File: src/rtl/pmu_ret_pkg.sv
// Shared types and default timing constants for the retention sequencer.
// Contents:
//   ret_seq_state_e - FSM state encoding, also exported on state_o for debug
//   *_DEF           - default isolation delay, timeouts and counter width
package pmu_ret_pkg;

  typedef enum logic [3:0] {
    ON        = 4'd0,
    SAVE_REQ  = 4'd1,
    SAVE_RISE = 4'd2,
    SAVE_FALL = 4'd3,
    ISO_ON    = 4'd4,
    PWR_OFF   = 4'd5,
    OFF       = 4'd6,
    PWR_ON    = 4'd7,
    RST_REQ   = 4'd8,
    RST_RISE  = 4'd9,
    RST_FALL  = 4'd10,
    DEISO     = 4'd11,
    ERR       = 4'd12
  } ret_seq_state_e;

  localparam int ISO_DLY_DEF = 4;     // hold cycles after an isolation change
  localparam int RET_TMO_DEF = 256;   // max cycles per retention valid edge
  localparam int PWR_TMO_DEF = 1024;  // max cycles waiting for pwr_good
  localparam int TMO_W_DEF   = 11;    // counter width, fits all of the above

endpackage

File: src/rtl/retention_sequencer.sv
// Retention sequencer: PMU-side initiator that wraps a power-domain shutdown
// and wake-up around a retention save and restore.
//   Sleep: save pulse -> wait valid high/low -> isolate -> drop power -> OFF
//   Wake : raise power -> wait pwr_good -> restore pulse -> wait valid
//          high/low -> de-isolate -> ON (wake_ack pulse)
// Ports:
//   clk, rst                  clock, asynchronous active-high reset
//   sleep_req, wake_req       level requests from the PMU power controller
//   sleep_ack                 high while the domain is OFF
//   wake_ack                  one-cycle pulse on DEISO -> ON
//   save_enable/restore_enable one-cycle pulses to the retention block
//   ret_valid                 retention block busy/valid
//   iso_en, pwr_en            domain isolation and power switch enables
//   pwr_good                  domain power-good (synchronous to clk)
//   err, err_clr              sticky timeout/power error and its clear
//   state_o                   current FSM state for debug
module retention_sequencer
  import pmu_ret_pkg::*;
#(
  parameter int ISO_DLY = ISO_DLY_DEF,
  parameter int RET_TMO = RET_TMO_DEF,
  parameter int PWR_TMO = PWR_TMO_DEF,
  parameter int TMO_W   = TMO_W_DEF
) (
  input  logic       clk,
  input  logic       rst,
  input  logic       sleep_req,
  input  logic       wake_req,
  output logic       sleep_ack,
  output logic       wake_ack,
  output logic       save_enable,
  output logic       restore_enable,
  input  logic       ret_valid,
  output logic       iso_en,
  output logic       pwr_en,
  input  logic       pwr_good,
  output logic       err,
  input  logic       err_clr,
  output logic [3:0] state_o
);

  // Counter values seen on the last cycle of a timed wait: the state has then
  // spent exactly N cycles since entry.
  localparam logic [TMO_W-1:0] ISO_LAST = TMO_W'(ISO_DLY - 1);
  localparam logic [TMO_W-1:0] RET_LAST = TMO_W'(RET_TMO - 1);
  localparam logic [TMO_W-1:0] PWR_LAST = TMO_W'(PWR_TMO - 1);
  localparam logic [TMO_W-1:0] CNT_MAX  = {TMO_W{1'b1}};

  ret_seq_state_e   state_q, state_d;
  logic [TMO_W-1:0] cnt_q, cnt_d;
  logic             err_q, err_d;
  logic             err_set_s;

  logic sleep_ack_q, sleep_ack_d;
  logic wake_ack_q, wake_ack_d;
  logic save_q, save_d;
  logic restore_q, restore_d;
  logic iso_q, iso_d;
  logic pwr_q, pwr_d;

  // State, cycle counter and sticky error registers.
  always_ff @(posedge clk or posedge rst) begin
    if (rst) begin
      state_q <= ON;
      cnt_q   <= {TMO_W{1'b0}};
      err_q   <= 1'b0;
    end else begin
      state_q <= state_d;
      cnt_q   <= cnt_d;
      err_q   <= err_d;
    end
  end

  // Next-state logic; pwr_good loss during restore outranks every other exit.
  always_comb begin
    state_d   = state_q;
    err_set_s = 1'b0;
    case (state_q)
      ON: begin
        // wake_req is deliberately ignored here, so sleep wins a tie
        if (sleep_req) state_d = SAVE_REQ;
        else           state_d = ON;
      end
      SAVE_REQ: state_d = SAVE_RISE;
      SAVE_RISE: begin
        if (ret_valid) begin
          state_d = SAVE_FALL;
        end else if (cnt_q == RET_LAST) begin
          // abort the sleep: domain stays powered and un-isolated
          state_d   = ON;
          err_set_s = 1'b1;
        end else begin
          state_d = SAVE_RISE;
        end
      end
      SAVE_FALL: begin
        if (!ret_valid) begin
          state_d = ISO_ON;
        end else if (cnt_q == RET_LAST) begin
          state_d   = ON;
          err_set_s = 1'b1;
        end else begin
          state_d = SAVE_FALL;
        end
      end
      ISO_ON: begin
        if (cnt_q == ISO_LAST) state_d = PWR_OFF;
        else                   state_d = ISO_ON;
      end
      PWR_OFF: state_d = OFF;
      OFF: begin
        if (wake_req) state_d = PWR_ON;
        else          state_d = OFF;
      end
      PWR_ON: begin
        if (pwr_good) begin
          state_d = RST_REQ;
        end else if (cnt_q == PWR_LAST) begin
          state_d   = ERR;
          err_set_s = 1'b1;
        end else begin
          state_d = PWR_ON;
        end
      end
      RST_REQ: begin
        if (!pwr_good) begin
          state_d   = ERR;
          err_set_s = 1'b1;
        end else begin
          state_d = RST_RISE;
        end
      end
      RST_RISE: begin
        if (!pwr_good || (!ret_valid && (cnt_q == RET_LAST))) begin
          state_d   = ERR;
          err_set_s = 1'b1;
        end else if (ret_valid) begin
          state_d = RST_FALL;
        end else begin
          state_d = RST_RISE;
        end
      end
      RST_FALL: begin
        if (!pwr_good || (ret_valid && (cnt_q == RET_LAST))) begin
          state_d   = ERR;
          err_set_s = 1'b1;
        end else if (!ret_valid) begin
          state_d = DEISO;
        end else begin
          state_d = RST_FALL;
        end
      end
      DEISO: begin
        if (!pwr_good) begin
          state_d   = ERR;
          err_set_s = 1'b1;
        end else if (cnt_q == ISO_LAST) begin
          state_d = ON;
        end else begin
          state_d = DEISO;
        end
      end
      ERR: begin
        if (err_clr) state_d = DEISO;
        else         state_d = ERR;
      end
      default: state_d = ON;
    endcase
  end

  // Counter restarts on every state change and saturates; err set beats clear.
  always_comb begin
    if (state_d != state_q)  cnt_d = {TMO_W{1'b0}};
    else if (cnt_q != CNT_MAX) cnt_d = cnt_q + TMO_W'(1);
    else                     cnt_d = cnt_q;

    if (err_set_s)    err_d = 1'b1;
    else if (err_clr) err_d = 1'b0;
    else              err_d = err_q;
  end

  // Output decode from the next state so registered outputs align with state_q.
  always_comb begin
    sleep_ack_d = 1'b0;
    wake_ack_d  = 1'b0;
    save_d      = 1'b0;
    restore_d   = 1'b0;
    iso_d       = 1'b0;
    pwr_d       = 1'b1;
    case (state_d)
      ON:        wake_ack_d = (state_q == DEISO) ? 1'b1 : 1'b0;
      SAVE_REQ:  save_d     = 1'b1;
      SAVE_RISE, SAVE_FALL, DEISO: iso_d = 1'b0;
      ISO_ON:    iso_d      = 1'b1;
      PWR_OFF: begin
        iso_d = 1'b1;
        pwr_d = 1'b0;
      end
      OFF: begin
        sleep_ack_d = 1'b1;
        iso_d       = 1'b1;
        pwr_d       = 1'b0;
      end
      RST_REQ: begin
        restore_d = 1'b1;
        iso_d     = 1'b1;
      end
      PWR_ON, RST_RISE, RST_FALL, ERR: iso_d = 1'b1;
      default: iso_d = 1'b0;
    endcase
  end

  // Output registers; reset values match the ON state.
  always_ff @(posedge clk or posedge rst) begin
    if (rst) begin
      sleep_ack_q <= 1'b0;
      wake_ack_q  <= 1'b0;
      save_q      <= 1'b0;
      restore_q   <= 1'b0;
      iso_q       <= 1'b0;
      pwr_q       <= 1'b1;
    end else begin
      sleep_ack_q <= sleep_ack_d;
      wake_ack_q  <= wake_ack_d;
      save_q      <= save_d;
      restore_q   <= restore_d;
      iso_q       <= iso_d;
      pwr_q       <= pwr_d;
    end
  end

  assign sleep_ack      = sleep_ack_q;
  assign wake_ack       = wake_ack_q;
  assign save_enable    = save_q;
  assign restore_enable = restore_q;
  assign iso_en         = iso_q;
  assign pwr_en         = pwr_q;
  assign err            = err_q;
  assign state_o        = state_q;

endmodule
File: config.mk
export PLATFORM = sky130hd
export DESIGN_NAME = retention_sequencer
export DESIGN_NICKNAME = d
export VERILOG_FILES = /design/src/rtl/pmu_ret_pkg.sv /design/src/rtl/retention_sequencer.sv
export SDC_FILE = /design/constraint.sdc
export NUM_CORES = 1
export LEC_CHECK = 0
export ABC_AREA = 1
export BUFFER_PORTS_ARGS = -buffer_cell sky130_fd_sc_hd__buf_4
export CORE_UTILIZATION = 27
export DETAILED_ROUTE_END_ITERATION = 8
export PLACE_DENSITY = 0.43
export SKIP_LAST_GASP = 1
export SLEW_MARGIN = 20
export SYNTH_ARGS = -nofsm -noshare
export SYNTH_HDL_FRONTEND = slang
export SYNTH_SLANG_ARGS = --single-unit
export TNS_END_PERCENT = 20
File: constraint.sdc
create_clock -name clk -period 2.49 [get_ports clk]
set_input_delay 0.498 -clock clk [delete_from_list [all_inputs] [get_ports clk]]
set_output_delay 0.498 -clock clk [all_outputs]
set_load 0.01 [all_outputs]
==> metrics.md, run 1 <==
| Metric | Value |
|---|---|
| Yosys cell types | 27 |
| Die span in y | 75.60 um |
| Row cnt | 26 |
| Pin count of the biggest net entering global routing | 23 |
| CP most frequent cell | nand2_1 |
| Post-layout nets | 227 |
| WL per Instance | 12.06 um |
| Die area | 5715 sq um |
| Share of the synthesized area in the top cell type | 0.3593 |
| Number of nets still failing antenna checks after routing | 0 |
| Async S/R FF share, synth | 1.000 |
| Hold Buf Count CTS | 0 |
| Power per cell area | 1075 nW/um^2 |
| RSZ-0062 raised after global routing | no |
| Filler cells | 563 |
| Setup Buffers After CTS | 0 |
| Clk slew on worst S/H paths | 0.09 ns |
| DRC Markers | 0 |
| Peak VDD IR | 0.5160 mV |
| Worst setup EP type | flip-flop |
| Area added between synthesis and finish | 19.50% |
| #FFs+latches synth | 22 |
| Required @ worst endpoint | 2.70 ns |
| YS warnings | 0 |
| Static Leak | 0.8369 nW |
| Grt total ovfl | 0 |
| Relative slew margins | 0.7669 |
| First-pass GRT wire length | 5747 um |
| Layout cells sized above 1 | 0.2844 |
| Crit path max fanout | 11 |
| Skew final | 0.001850 ns |
| GR Util All Layers | 0.1380 |
| Max-cap violations | 0 |
| CTS resizes | 0 |
| Slowest cell on the critical path | dfrtp_1 |
| FMAX | 492.6 MHz |
| I/O Buffers | 17 |
| Synth cell count leaders | nand2_1, nor2_1, dfrtp_1 |
| Period utilisation layout | 0.8153 |
| Setup slack at placement | 0.4685 ns |
| Routed WL | 3473 um |
| Synth area leader | dfrtp_1 |
| Routed vias/inst | 4.389 |
| Finish-stage setup viols | 0 |
| Hold Vio Cnt, Final | 0 |
| Gp weighted congestion | 0.8599 |
| Fin Setup TNS | 0 ns |
| Mapped cell area | 1463 sq um |
| Synth area leaders | dfrtp_1, nand2_1, nor2_2 |
| CP bufs+invs | 1 |
| CTS buffer count | 3 |
| Slowest cell delay on critical path | 0.38 ns |
| Initial DRC Count | 90 |
| Top FF cell, synth | dfrtp_1 |
| H-tree depth | 1 |
| Crit Path Class | reg -> reg |
| Most numerous cell in the Yosys netlist | nand2_1 |
| Setup crit start kind | flip-flop |
| Initial Utilization | 0.2828 |
| Max-slew violations | 0 |
| Post-Synthesis Cells | 197 |
| Worst-Margin Slew | 0.3477 ns |
| Clock Latency Late Sink | 0.28 ns |
| Post-synthesis sequential area ratio | 0.3772 |
| Io pins | 18 |
| Status | complete, no violations |
| Post-synth EDFFs | 0 |
| Syn Nets | 205 |
| Via count | 1264 |
| Final worst slack | 0.4599 ns |
| Final min period | 2.030 ns |
| Initial antenna violation count | 0 |
| Dpl hpwl | 2664 um |
| Clock Sinks | 22 |
| Die width | 75.60 um |
| Arrival @ worst endpoint | 2.24 ns |
| Core area | 5172 sq um |
| Hold Crit Class | in -> async |
| Antenna Cells | 0 |
| CTS tree | yes |
| Top delay family on crit path | simple AND/OR/NAND/NOR gates |
| CP Cell Sequence | ha_1 -> nand2_1 -> nor2_4 -> nand3_2 -> nand2_2 -> nor2_1 -> nor2_2 -> nand3_4 -> inv_2 -> nand2_1 -> nand2_1 -> nand2_2 -> nor2_1 |
| Root Buffer | clkbuf_8 |
| 1st-pass router iterations | 5 |
| Syn_area_per_cell | 7.425 sq um |
| Max Root-Sink Buffers | 2 |
| Number of global-route vias before repair | 1218 |
metal layers:
metal  vias to the layer above  GRT usage  routed length, um
met5                         -          0                  0
met4                         0    0.06584                 79
met3                         9    0.02646                141
met2                        31     0.2054               1500
met1                       554     0.1919               1752
li1                        670          -                  -
worst paths after layout:
check                      slack [ns]  cells after the start     endpoint      start
max reg2reg                      0.46                     13     cnt_q[9]   cnt_q[1]
min reg2reg                      0.52                      2          err        err
max in group asynchronous        1.96                      3       pwr_en        rst
max                              0.46                     13     cnt_q[9]   cnt_q[1]
min                              0.25                      3     cnt_q[0]        rst
min in group clk                 0.48                      3  save_enable  sleep_req
per-stage QoR:
stage          instances  utilization  hold slack (ns)  power [W]  cell area, sq um
3_5_place_dp         284       0.3241           0.5043   0.001544              1677
2_1_floorplan        197            -           0.4865   0.001271              1463
4_1_cts              288       0.3379           0.2604   0.001913              1748
6_report             288       0.3379           0.2518   0.001879              1748
3_3_place_gp         284       0.3241           0.5035   0.001561              1677
5_1_grt              288       0.3379           0.2794   0.002053              1748
placed cells by master, fill, tap and decap left out, types with 4 or more instances in the layout:
cell type,Yosys,layout
nand2_1,44,44
nor2_1,22,22
dfrtp_1,21,21
inv_1,20,20
buf_4,0,19
nor2_2,16,16
nand3_1,16,16
nand4_1,12,12
o21ai_0,7,7
nand2_2,6,6
inv_2,6,6
xor2_1,5,5
nor2_4,4,4
worst reg2reg max path: cells and delay by family (launching register included):
kind	cells	cell delay, ns
flip-flops	1	0.38
adder cells (fa/ha/maj)	1	0.21
buffers and inverters	1	0.09
AND/OR/NAND/NOR	11	1.30
registers in the layout, summed over array words and instances, names as in the netlist:
name	cells
cnt_q	11
sleep_ack	1
state_o	4
wake_ack	1
save_enable	1
pwr_en	1
iso_en	1
restore_enable	1
err	1
power by group:
| group | leakage [nW] | total, W | switching, W | internal, W |
|---|---|---|---|---|
| combinational | 0.506 | 0.000987 | 0.000643 | 0.000344 |
| sequential | 0.295 | 0.000539 | 0.0000914 | 0.000447 |
| clock | 0.0357 | 0.000353 | 0.000137 | 0.000215 |
cells by family after synthesis:
family,synth area share
DFF,0.3772
and+or+nand+nor,0.4474
xor gates and xnor gates,0.03593
buffers and inverters,0.07784
AOI/OAI and AO/OA,0.04620
muxes,0.006844
adders and majority gates,0.008553
cell type report:
type | count | area (sq um) | share of cell area
sequential | 22 | 551.8 | 0.3157
timing repair buffer | 19 | 142.6 | 0.08160
tap | 70 | 87.58 | 0.05011
clock inverter | 1 | 30.03 | 0.01718
multi-input combinational | 147 | 797.0 | 0.4560
inverter | 26 | 97.59 | 0.05583
clock buffer | 3 | 41.29 | 0.02362
Note: power is estimated with default switching activity, not from simulation.
==> run 2: changes to the inputs <==
--- a/config.mk
+++ b/config.mk
@@ -5,7 +5,7 @@
 export SDC_FILE = /design/constraint.sdc
 export NUM_CORES = 1
 export LEC_CHECK = 0
-export ABC_AREA = 1
+export ABC_AREA = 0
 export BUFFER_PORTS_ARGS = -buffer_cell sky130_fd_sc_hd__buf_4
 export CORE_UTILIZATION = 27
 export DETAILED_ROUTE_END_ITERATION = 8
==> constraint.sdc (replaced) <==
create_clock -name clk -period 2 [get_ports clk]
set_input_delay 0.4 -clock clk [delete_from_list [all_inputs] [get_ports clk]]
set_output_delay 0.4 -clock clk [all_outputs]
set_load 0.01 [all_outputs]
==> run 2 against run 1 <==
  * The flow now finishes with violations (negative setup slack)
  * Sequential share of layout area fell by 7.3 points
  * Worst hold slack worse by 0.089 ns
  * Core utilization increased by 11 points
  * Register-to-register slack worse by 0.71 ns
  * Total power is 70% higher
  * Clock power grew 18%
  * Die area stayed put
  * Critical endpoint is now cnt_q[10]
  * Wire length grew 34%
  * Synthesized cell count down 15%
  * First-iteration DRC count up 98%
  * Global-route usage up 3.6 points
==> metrics.md, run 2 <==
| Metric | Value |
|---|---|
| Status | finished with violations (was complete, no violations) |
| Failing checks | negative setup slack |
| Net Sw Frac | 0.4221 (was 0.4640) |
| Clock Sinks | 22 (unchanged) |
| FF-to-FF path depth | 8 (was 13) |
| Flip-flop count of the largest register after layout | 11 (unchanged) |
| Net switching component of the power | 0.001349 W (was 0.0008717 W) |
| Io pins | 18 (unchanged) |
| Crit Path Class | reg -> reg (unchanged) |
| Hold Buf Count CTS | 0 (unchanged) |
| Syn_area_per_cell | 8.706 sq um (was 7.425 sq um) |
| Routed WL | 4649 um (was 3473 um) |
| Fin Setup TNS | -2.602 ns (was 0 ns) |
| WL per Instance | 15.05 um (was 12.06 um) |
| Arrival @ worst endpoint | 2.39 ns (was 2.24 ns) |
| YS warnings | 0 (unchanged) |
| Static Leak | 1.047 nW (was 0.8369 nW) |
| Pin count of the biggest net entering global routing | 23 (unchanged) |
| Combinational fraction of design power | 0.665 (was 0.526) |
| Most frequent cells in the layout | buf_4, dfrtp_1, nor2_1 (was nand2_1, nor2_1, dfrtp_1) |
| Final worst slack | -0.2471 ns (was 0.4599 ns) |
| Synth area leader | dfrtp_1 (unchanged) |
| Synth cell count leaders | dfrtp_1, nor3_1, nand2_1, nor2_1, o21ai_0 (was nand2_1, nor2_1, dfrtp_1) |
| I/O Buffers | 17 (unchanged) |
| RSZ-0062 raised after global routing | yes (was no) |
| Finish-stage setup viols | 14 (was 0) |
| Initial antenna violation count | 0 (unchanged) |
| Clock group share of total power | 0.131 (was 0.188) |
| Biggest register | cnt_q (unchanged) |
| Die width | 75.60 um (unchanged) |
| Grt total ovfl | 0 (unchanged) |
| Post-Synthesis Cells | 168 (was 197) |
| Syn Nets | 176 (was 205) |
| Setup slack at placement | -0.2987 ns (was 0.4685 ns) |
| GR Util All Layers | 0.1743 (was 0.1380) |
| Layout cells sized above 1 | 0.4644 (was 0.2844) |
| CTS tree | yes (unchanged) |
| CTS buffer count | 3 (unchanged) |
| Post-layout util | 0.4468 (was 0.3379) |
| Antenna Cells | 0 (unchanged) |
| Max-slew violations | 0 (unchanged) |
| Routed vias/inst | 5.133 (was 4.389) |
| Relative slew margins | 0.7120 (was 0.7669) |
| Final min period | 2.247 ns (was 2.030 ns) |
| Synth area leaders | dfrtp_1, nor3_1, xnor2_1 (was dfrtp_1, nand2_1, nor2_2) |
| Int Power | 0.001848 W (was 0.001007 W) |
| Crit path max fanout | 6 (was 11) |
| Crit Reg-Reg Startpoint | cnt_q[9] (was cnt_q[1]) |
| Via count | 1586 (was 1264) |
| Clk slew on worst S/H paths | 0.08 ns (was 0.09 ns) |
| Power per cell area | 1383 nW/um^2 (was 1075 nW/um^2) |
| Initial Utilization | 0.2828 (unchanged) |
| H-tree depth | 1 (unchanged) |
| Peak VDD IR | 0.7644 mV (was 0.5160 mV) |
| Register share of total power | 0.204 (was 0.287) |
| Number of global-route vias before repair | 1532 (was 1218) |
| Share of the synthesized area in the top cell type | 0.3593 (unchanged) |
| Area added between synthesis and finish | 58.00% (was 19.50%) |
| Clock Latency Late Sink | 0.26 ns (was 0.28 ns) |
| Max Root-Sink Buffers | 2 (unchanged) |
| Period utilisation layout | 1.124 (was 0.8153) |
| Number of nets still failing antenna checks after routing | 0 (unchanged) |
| Core area | 5172 sq um (unchanged) |
| Post-synthesis sequential area ratio | 0.3772 (unchanged) |
| Hold Vio Cnt, Final | 0 (unchanged) |
| DRC Markers | 0 (unchanged) |
| Worst setup EP type | flip-flop (unchanged) |
| Max-cap violations | 0 (unchanged) |
| Root Buffer | clkbuf_8 (unchanged) |
| Post-synth EDFFs | 0 (unchanged) |
| Commonest non-fill, non-tap cell in the layout | buf_4 (was nand2_1) |
| Skew final | 0.003969 ns (was 0.001850 ns) |
| Total power draw | 0.003197 W (was 0.001879 W) |
| Yosys cell types | 40 (was 27) |
| Required @ worst endpoint | 2.14 ns (was 2.70 ns) |
| Gp weighted congestion | 1.018 (was 0.8599) |
| FMAX | 445.0 MHz (was 492.6 MHz) |
| #FFs+latches synth | 22 (unchanged) |
| Die span in y | 75.60 um (unchanged) |
| Hold Crit Class | in -> async (unchanged) |
| Row cnt | 26 (unchanged) |
| Top FF cell, synth | dfrtp_1 (unchanged) |
| Mapped cell area | 1463 sq um (unchanged) |
| First-pass GRT wire length | 7410 um (was 5747 um) |
| Initial DRC Count | 178 (was 90) |
| 1st-pass router iterations | 4 (was 5) |
| FF-to-FF setup slack | -0.25 ns (was 0.46 ns) |
| Async S/R FF share, synth | 1.000 (unchanged) |
| Setup crit start kind | flip-flop (unchanged) |
| Most numerous cell in the Yosys netlist | dfrtp_1 (was nand2_1) |
| Dpl hpwl | 3520 um (was 2664 um) |
| RR Endpoint | cnt_q[10] (was cnt_q[9]) |
| Worst-Margin Slew | 0.4315 ns (was 0.3477 ns) |
| Placed cell area | 2079 sq um (was 1677 sq um) |
| Post-layout nets | 248 (was 227) |
| Die area | 5715 sq um (unchanged) |
| Design Area, Final | 2311 sq um (was 1748 sq um) |
==> run 2: how the worst max path moves through the flow <==
stage / from / end / slack, ns / cells after the start
floorplan: cnt_q[0] / cnt_q[8] / -0.08 / 9
global placement: cnt_q[7] / cnt_q[2] / -0.37 / 7
detailed placement: cnt_q[7] / cnt_q[2] / -0.30 / 7
CTS: cnt_q[1] / cnt_q[2] / -0.23 / 8
global route: cnt_q[6] / cnt_q[10] / -0.34 / 7
finish: cnt_q[9] / cnt_q[10] / -0.25 / 8
==> run 2: cells by family after synthesis <==
| logic type | after synthesis | share of synthesized area |
|---|---|---|
| compound gates | 33 | 0.1540 |
| simple gates | 77 | 0.2840 |
| xor+xnor | 12 | 0.08469 |
| mux | 4 | 0.02737 |
| fa+ha+maj | 1 | 0.008553 |
| buf+inv | 19 | 0.06416 |
| flops | 22 | 0.3772 |
==> run 2: metrics by stage <==
step	cells	hold WS [ns]
after global routing	309	0.1888
after floorplan	168	0.3885
after global placement	299	0.4598
after CTS	306	0.1776
final	309	0.1625
after detailed placement	299	0.4667
==> run 2: worst max-delay path, stage by stage, from the launching register on <==
cell and delay (ns):
dfrtp_1 0.43, nor3_2 0.21, buf_4 0.15, and4_4 0.22, o31a_1 0.15, nand2_1 0.06
or3_4 0.46, xnor2_4 0.34, nor3_1 0.10
==> run 2: repair_timing <==
action                                  CTS  global route
resized for setup                         5            19
endpoints found under the hold margin     0             0
endpoints found under the setup margin   14            15
gates cloned                              1             0
pin swaps                                 3            13
buffers inserted                          2             3
==> run 2: final cells by class <==
class,count,area (sq um)
inverter,8,30.03
multi-input combinational,128,967.2
clock inverter,1,30.03
timing repair buffer,77,594.3
sequential,22,560.5
tap,70,87.58
clock buffer,3,41.29
fill,514,2861
==> run 2: power by group through the flow <==
stage	clock network, W	registers, W	logic, W
after floorplan	0	0.000648	0.00113
after global placement	0	0.000656	0.00178
after detailed placement	0	0.000657	0.00180
after CTS	0.000427	0.000651	0.00198
after global routing	0.000449	0.000672	0.00229
final	0.000418	0.000652	0.00213
==> run 2: routing by layer <==
metal  part of all wire  GRT usage  vias up
met5                  0          0        -
met4             0.0095    0.02469        0
met3              0.046    0.02513        6
met2               0.48     0.2847       45
met1               0.46     0.2504      776
li1                   -          -      759
==> run 3: changes to the inputs <==
--- a/config.mk
+++ b/config.mk
@@ -6,10 +6,11 @@
 export NUM_CORES = 1
 export LEC_CHECK = 0
 export ABC_AREA = 0
+export ABC_CLOCK_PERIOD_IN_PS = 2500
 export BUFFER_PORTS_ARGS = -buffer_cell sky130_fd_sc_hd__buf_4
-export CORE_UTILIZATION = 27
+export CORE_UTILIZATION = 50
 export DETAILED_ROUTE_END_ITERATION = 8
-export PLACE_DENSITY = 0.43
+export PLACE_DENSITY = 0.7
 export SKIP_LAST_GASP = 1
 export SLEW_MARGIN = 20
 export SYNTH_ARGS = -nofsm -noshare
==> constraint.sdc (replaced) <==
create_clock -name clk -period 2.5 [get_ports clk]
set_input_delay 0.5 -clock clk [delete_from_list [all_inputs] [get_ports clk]]
set_output_delay 0.5 -clock clk [all_outputs]
set_load 0.01 [all_outputs]
==> run 3 against run 2 <==
  * The run now ends clean
  * Count of clock-buffer cells in the layout grew 1
  * Worst hold slack gained 0.18 ns
  * Fmax shrank 5.6%
  * Final cell count shrank 28%
  * Design area shrank 24%
  * Register-to-register slack gained 0.37 ns
  * Sequential power shrank 16%
  * First-iteration DRC count shrank 45%
  * Sequential share of layout area grew 7.3 points
  * Via count shrank 12%
  * Worst setup slack gained 0.37 ns
  * Critical endpoint is now cnt_q[2]
==> metrics.md, run 3 (same netlist as run 2, synthesis figures left out) <==
| Metric | Value |
|---|---|
| CTS buffer count | 3 (unchanged) |
| Commonest non-fill, non-tap cell in the layout | buf_4 (unchanged) |
| Number of nets still failing antenna checks after routing | 0 (unchanged) |
| Net Sw Frac | 0.4541 (was 0.4221) |
| CTS tree | yes (unchanged) |
| Fin Setup TNS | 0 ns (was -2.602 ns) |
| Period utilisation layout | 0.9522 (was 1.124) |
| H-tree depth | 1 (unchanged) |
| WL per Instance | 16.42 um (was 15.05 um) |
| Clk slew on worst S/H paths | 0.12 ns (was 0.08 ns) |
| Hold Buf Count CTS | 0 (unchanged) |
| Gp weighted congestion | 1.005 (was 1.018) |
| GR Util All Layers | 0.2533 (was 0.1743) |
| FMAX | 420.1 MHz (was 445.0 MHz) |
| Peak VDD IR | 0.8333 mV (was 0.7644 mV) |
| Pin count of the biggest net entering global routing | 23 (unchanged) |
| Die width | 56.09 um (was 75.60 um) |
| Worst-Margin Slew | 0.8203 ns (was 0.4315 ns) |
| Placed cell area | 1648 sq um (was 2079 sq um) |
| Post-layout nets | 202 (was 248) |
| First-pass GRT wire length | 6244 um (was 7410 um) |
| Net switching component of the power | 0.0008968 W (was 0.001349 W) |
| Int Power | 0.001078 W (was 0.001848 W) |
| Die area | 3146 sq um (was 5715 sq um) |
| Design Area, Final | 1749 sq um (was 2311 sq um) |
| Routed vias/inst | 6.219 (was 5.133) |
| Power per cell area | 1129 nW/um^2 (was 1383 nW/um^2) |
| Register share of total power | 0.276 (was 0.204) |
| Flip-flop count of the largest register after layout | 11 (unchanged) |
| DRC Markers | 0 (unchanged) |
| Skew final | 0.003161 ns (was 0.003969 ns) |
| Crit Path Class | reg -> reg (unchanged) |
| Arrival @ worst endpoint | 2.59 ns (was 2.39 ns) |
| Worst setup EP type | flip-flop (unchanged) |
| Number of global-route vias before repair | 1299 (was 1532) |
| Required @ worst endpoint | 2.71 ns (was 2.14 ns) |
| Die span in y | 56.09 um (was 75.60 um) |
| Layout cells sized above 1 | 0.2228 (was 0.4644) |
| Grt total ovfl | 0 (unchanged) |
| Final min period | 2.380 ns (was 2.247 ns) |
| Most frequent cells in the layout | buf_4, dfrtp_1, nor3_1 (was buf_4, dfrtp_1, nor2_1) |
| Initial DRC Count | 98 (was 178) |
| Status | complete, no violations (was finished with violations) |
| Combinational fraction of design power | 0.624 (was 0.665) |
| Hold Crit Class | in -> async (unchanged) |
| Clock Sinks | 22 (unchanged) |
| Area added between synthesis and finish | 19.59% (was 58.00%) |
| Root Buffer | clkbuf_4 (was clkbuf_8) |
| Hold Vio Cnt, Final | 0 (unchanged) |
| 1st-pass router iterations | 4 (unchanged) |
| Routed WL | 3677 um (was 4649 um) |
| Io pins | 18 (unchanged) |
| I/O Buffers | 17 (unchanged) |
| Static Leak | 0.7883 nW (was 1.047 nW) |
| Clock group share of total power | 0.100 (was 0.131) |
| Row cnt | 19 (was 26) |
| Crit path max fanout | 11 (was 6) |
| RSZ-0062 raised after global routing | no (was yes) |
| Clock Latency Late Sink | 0.30 ns (was 0.26 ns) |
| Max Root-Sink Buffers | 2 (unchanged) |
| Setup crit start kind | flip-flop (unchanged) |
| Core area | 2758 sq um (was 5172 sq um) |
| Via count | 1393 (was 1586) |
| Finish-stage setup viols | 0 (was 14) |
| Max-slew violations | 0 (unchanged) |
| Biggest register | cnt_q (unchanged) |
| Initial antenna violation count | 0 (unchanged) |
| Dpl hpwl | 2671 um (was 3520 um) |
| Initial Utilization | 0.5304 (was 0.2828) |
| Relative slew margins | 0.4526 (was 0.7120) |
| Antenna Cells | 0 (unchanged) |
| Max-cap violations | 0 (unchanged) |
[run 3: cell count changes in the layout (fill, tap and decap cells not counted), sizes merged]
cell	before	now
buf	77	32
bufinv	1	0
clkbuf	3	4
xnor2	9	8
[run 3: worst max-delay path: stages (launching register included)]
cell and delay, ns:
dfrtp_1 0.42, ha_4 0.19, nand3_1 0.15, o41ai_4 0.35, o22a_1 0.20, nand2_1 0.05, or3_4 0.42, xnor2_4 0.20
nor4_2 0.30
[run 3: cell type report]
type	instances	area [sq um]
fill	236	1008
multi-input combinational	127	852.1
timing repair buffer	32	240.2
tap	31	38.79
clock buffer	4	36.28
inverter	8	30.03
sequential	22	551.8
[run 3: what timing repair did]
action | in CTS | in global routing
buffers inserted | 1 | 3
gates cloned | 0 | 0
endpoints found under the setup margin | 9 | 11
gates resized for setup | 3 | 2
[run 3: layer usage]
metal / share of wire / vias up / GRT usage
met3: 0.081 / 2 / 0.03953
met4: 0.0057 / 0 / 0.05923
li1: - / 667 / -
met2: 0.45 / 70 / 0.3690
met1: 0.47 / 654 / 0.3937
met5: 0 / - / 0
[run 3: path summary, 6_finish.rpt]
| check | startpoint | endpoint | slack (ns) | depth (start not counted) |
|---|---|---|---|---|
| worst max register to register | cnt_q[0] | cnt_q[2] | 0.12 | 8 |
| min in group clk | sleep_req | save_enable | 0.44 | 2 |
| worst min register to register | err | err | 0.53 | 2 |
| worst min-delay path | rst | cnt_q[10] | 0.34 | 2 |
| worst max-delay path | cnt_q[0] | cnt_q[2] | 0.12 | 8 |
| max in group asynchronous | rst | cnt_q[2] | 1.65 | 2 |
[run 3: power by group through the flow]
stage | Combinational, W | Sequential, W | Clock, W
3_5_place_dp | 0.00110 | 0.000547 | 0
4_1_cts | 0.00115 | 0.000538 | 0.000206
6_report | 0.00123 | 0.000546 | 0.000197
2_1_floorplan | 0.000839 | 0.000511 | 0
3_3_place_gp | 0.00109 | 0.000545 | 0
5_1_grt | 0.00136 | 0.000558 | 0.000215
[run 3: per-stage QoR]
stage	worst slack [ns]	hold WS [ns]	cells	power, W	utilization
floorplan	0.1525	0.4885	168	0.001351	-
global placement	0.1257	0.5116	216	0.001631	0.5976
detailed placement	-0.1079	0.5114	216	0.001648	0.5976
CTS	0.06320	0.3737	221	0.001890	0.6184
global route	0.02846	0.4280	224	0.002129	0.6343
finish	0.1195	0.3424	224	0.001975	0.6343
